`config.mk`:
```
export PLATFORM = sky130hd
export DESIGN_NAME = byte_packer
export DESIGN_NICKNAME = d
export VERILOG_FILES = /design/src/rtl/byte_packer.sv
export SDC_FILE = /design/constraint.sdc
export NUM_CORES = 1
export LEC_CHECK = 0
export ABC_AREA = 1
export CAP_MARGIN = 20
export CORE_ASPECT_RATIO = 0.9
export CORE_MARGIN = 2
export CORE_UTILIZATION = 55
export DETAILED_ROUTE_END_ITERATION = 16
export PLACE_DENSITY = 0.83
export SLEW_MARGIN = 25
export SYNTH_ARGS = -nofsm -noshare
export SYNTH_HDL_FRONTEND = slang
export SYNTH_SLANG_ARGS = --single-unit
```
`constraint.sdc`:
```
create_clock -name clk -period 2 [get_ports clk]
set_input_delay 0.2 -clock clk [delete_from_list [all_inputs] [get_ports clk]]
set_output_delay 0.2 -clock clk [all_outputs]
set_load 0.01 [all_outputs]
```
`src/rtl/byte_packer.sv`:
```
// Byte-stream to 32-bit word assembler: the first byte lands in [31:24], and in_last
// flushes a partial word with PAD in the unused low lanes.
module byte_packer #(
    parameter logic [7:0] PAD = 8'h00
) (
    input  logic        clk,
    input  logic        reset,
    input  logic [7:0]  in_data,
    input  logic        in_valid,
    input  logic        in_last,
    output logic        in_ready,
    output logic [31:0] out_word,
    output logic        out_valid,
    output logic [2:0]  out_bytes,
    input  logic        out_ready,
    output logic        busy
);

    localparam int unsigned BYTE_W  = 8;
    localparam int unsigned LANES   = 4;
    localparam int unsigned CNT_W   = 2;
    localparam int unsigned BYTES_W = 3;

    // Packed lanes: element LANES-1 is bits [31:24], so byte number k is element ~k.
    typedef logic [LANES-1:0][BYTE_W-1:0] lanes_t;

    logic [CNT_W-1:0] cnt;
    lanes_t           acc;
    lanes_t           merged;
    lanes_t           flushed;
    logic             accept;
    logic             complete;
    logic             take;

    // in_ready depends only on registered state and out_ready.
    assign in_ready = !out_valid || out_ready;
    assign accept   = in_valid && in_ready;
    assign complete = accept && ((cnt == CNT_W'(LANES - 1)) || in_last);
    assign take     = out_valid && out_ready;
    assign busy     = (cnt != '0);

    // Insert the incoming byte, then force every lane after it to PAD for an early flush.
    always_comb begin
        merged       = acc;
        merged[~cnt] = in_data;
        flushed      = merged;
        for (int k = 0; k < LANES; k++) begin
            if (CNT_W'(k) > cnt) begin
                flushed[~CNT_W'(k)] = PAD;
            end
        end
    end

    always_ff @(posedge clk) begin
        if (reset) begin
            cnt       <= '0;
            acc       <= {LANES{PAD}};
            out_word  <= '0;
            out_bytes <= '0;
            out_valid <= 1'b0;
        end else if (complete) begin
            // A completion overwrites any word taken in the same cycle.
            out_word  <= flushed;
            out_bytes <= BYTES_W'(cnt) + BYTES_W'(1);
            out_valid <= 1'b1;
            cnt       <= '0;
            acc       <= {LANES{PAD}};
        end else begin
            if (accept) begin
                acc <= merged;
                cnt <= cnt + CNT_W'(1);
            end
            if (take) begin
                out_valid <= 1'b0;
            end
        end
    end

endmodule

```
==> results.md <==
- Worst vdd ir: 0.512 mV
- Worst path arrival time: 1700 ps
- PwrDens: 827 nW/um2
- Initial Utilization: 0.561
- Layout cells sized above 1: 0.138
- GRT Total Usage: 0.258
- Fin. Hold Viols: 0
- DR vias/cell: 5.36
- Nets: 398
- Largest net degree at the start of global routing: 37
- Sequential area share after synthesis: 0.466
- Vias in the first global route: 2302
- Leak Pwr: 1.25 nW
- Die area: 5410 um2
- Worst setup EP type: output port
- Final Cycle Share: 0.948
- Fmax: 528 MHz
- First DRT Iteration DRCs: 214
- Fin. max-slew vios: 0
- Crit path largest cell delay: 520 ps
- Met3 usage: 0.0672
- Syn avg cell area: 7.95 um2
- Worst slew pin tran: 576 ps
- # setup viols final: 0
- Worst min-delay path class: input pin to flip-flop
- Required time of the worst setup path: 1800 ps
- Clock skew: 4.46 ps
- TritonRoute pass-1 iters: 4
- First-pass GRT wire length: 10800 um
- Mapped cell area: 2660 um2
- Antenna cells: 0
- Design area: 3350 um2
- Total wire length: 6520 um
- Total grt overflow: 0
- Setup Total Neg Slack: 0 ps
- Kind of critical path: flip-flop to output port
- Reg clk slew, reported paths: 60 ps
- CP bufs+invs: 3
- CTS sink count: 62
- Clock buffer depth: 2
- Die H: 70.0 um
- GR peak layer: met2
- Synthesis-stage register bit count: 62
- Kind of cell adding the most delay to the critical path: buffers and inverters
- Die W: 77.3 um
- Dpl hpwl: 4170 um
- CP startpoint kind: flip-flop
- Routed wire length per instance: 14.5 um
- Critical Path Slowest Stage Cell: clkdlybuf4s50_1
- GPL Wtd Cong: 0.826
- Site Rows: 24
- Clock Tree Root: clkbuf_8
- Relative slew margins: 0.616
- Crit-path max FO: 9
- # H-tree levels: 3
- Synth cell types: 22
- Core region area: 4740 um2
- Antenna Nets Post-Route: 0
- Clk_lat worst skew: 350 ps
- Initial antenna violation count: 0
- Critical Path, Cell by Cell: inv_1 > ha_4 > clkinv_1 > clkdlybuf4s50_1
- Syn Nets: 353
- RSZ-0062 raised after global routing: false
- Maxcap violations: 0
- Minimum clock period: 1900 ps
- Placed inst area: 3120 um2
- GRT met1 Usage: 0.325
- CTS tree: yes
- CTS buffer count: 9
- P&R area growth vs syn: 25.9%
- IO Port Bufs: 50
- Post-route setup slack: 105 ps
- DRC violations left: 0
- Ys Warns: 0
- I/O Pins: 51
- Via Count: 2412
- Place WS: 338 ps
- Status: completed
- Met2 Usage GRT: 0.403
- Synth Instances: 335
## layer usage
layer  share of wire  vias to the layer above
met1            0.44                     1125
met5               0                        -
met2            0.47                       91
met4           0.024                        0
met3           0.069                       19
li1                -                     1177
## what timing repair did
| item | in CTS | in global routing |
|---|---|---|
| setup endpoints to repair | 1 | 1 |
| gates cloned | 0 | 0 |
| gates resized for setup | 1 | 1 |
| hold buffers | 0 | 0 |
| buffers inserted | 0 | 0 |
## Yosys cell counts
library cell,n,share of area
a21oi_1,6,0.011
buf_1,3,0.0042
dfxtp_1,62,0.47
nand2_2,1,0.0024
ha_1,5,0.023
buf_6,9,0.038
inv_4,1,0.0024
o21ai_1,7,0.013
inv_1,16,0.023
inv_2,1,0.0014
nand2_4,4,0.017
a21oi_2,22,0.072
clkinv_1,1,0.0014
buf_4,1,0.0028
nand3_1,43,0.081
nor2_2,1,0.0024
o21ai_0,30,0.056
inv_6,1,0.0033
buf_2,6,0.011
nand3_4,1,0.0066
clkbuf_1,1,0.0014
nand2_1,113,0.16
## flip-flops by register name (all words and copies together), names as in the netlist
name	count
acc	24
out_word	32
cnt	2
out_bytes	3
out_valid	1
## report_power, final
part	switching (mW)	total (mW)	leakage [nW]	internal [mW]
Sequential	0.0192	1.29	0.502	1.27
Clock	0.479	1.19	0.115	0.707
Combinational	0.188	0.299	0.632	0.111
## layout by cell type (no fill, tap or decap), types with 6 or more instances in the layout
cell / netlist / layout
nand2_1: 113 / 113
nand3_1: 43 / 43
clkdlybuf4s50_1: 0 / 50
clkbuf_8: 0 / 13
o21ai_0: 30 / 30
a21oi_2: 22 / 22
a21oi_1: 6 / 6
inv_1: 16 / 16
o21ai_1: 7 / 7
dfxtp_1: 62 / 62
## worst paths after layout
check	start	end	slack [ps]	cells past startpoint
setup / recovery	cnt[1]$_SDFFE_PP0P_	busy	100	4
hold / removal	reset	out_valid$_SDFFE_PP0P_	460	2
setup reg to reg	cnt[1]$_SDFFE_PP0P_	out_word[20]$_SDFFE_PP0P_	300	6
hold reg to reg	acc[11]$_SDFFE_PP0P_	acc[11]$_SDFFE_PP0P_	470	2
## cells by family after synthesis
logic type / synth area share
buf+inv: 0.0888
compound gates: 0.153
fa+ha+maj: 0.0235
simple gates: 0.268
flops: 0.466
## layout make-up
type                    instances  area [um2]
fillers                       396        1390
flip-flops and latches         62        1240
clock inverters                 3        40.0
multi-input cells             233        1200
repair buffers                 54         531
well taps                      65        81.3
inverters                      20        82.6
clock buffers                  13         179
## stage by stage
| step | std cells | total power, mW | utilization | hold slack (ps) |
|---|---|---|---|---|
| 2_1_floorplan | 335 | 1.51 | - | 269 |
| 4_1_cts | 450 | 2.77 | 0.704 | 469 |
| 3_5_place_dp | 434 | 1.60 | 0.658 | 459 |
| 3_3_place_gp | 434 | 1.60 | 0.658 | 452 |
| 6_report | 450 | 2.77 | 0.706 | 464 |
| 5_1_grt | 450 | 2.87 | 0.706 | 489 |
(Power assumes the default switching activity.)
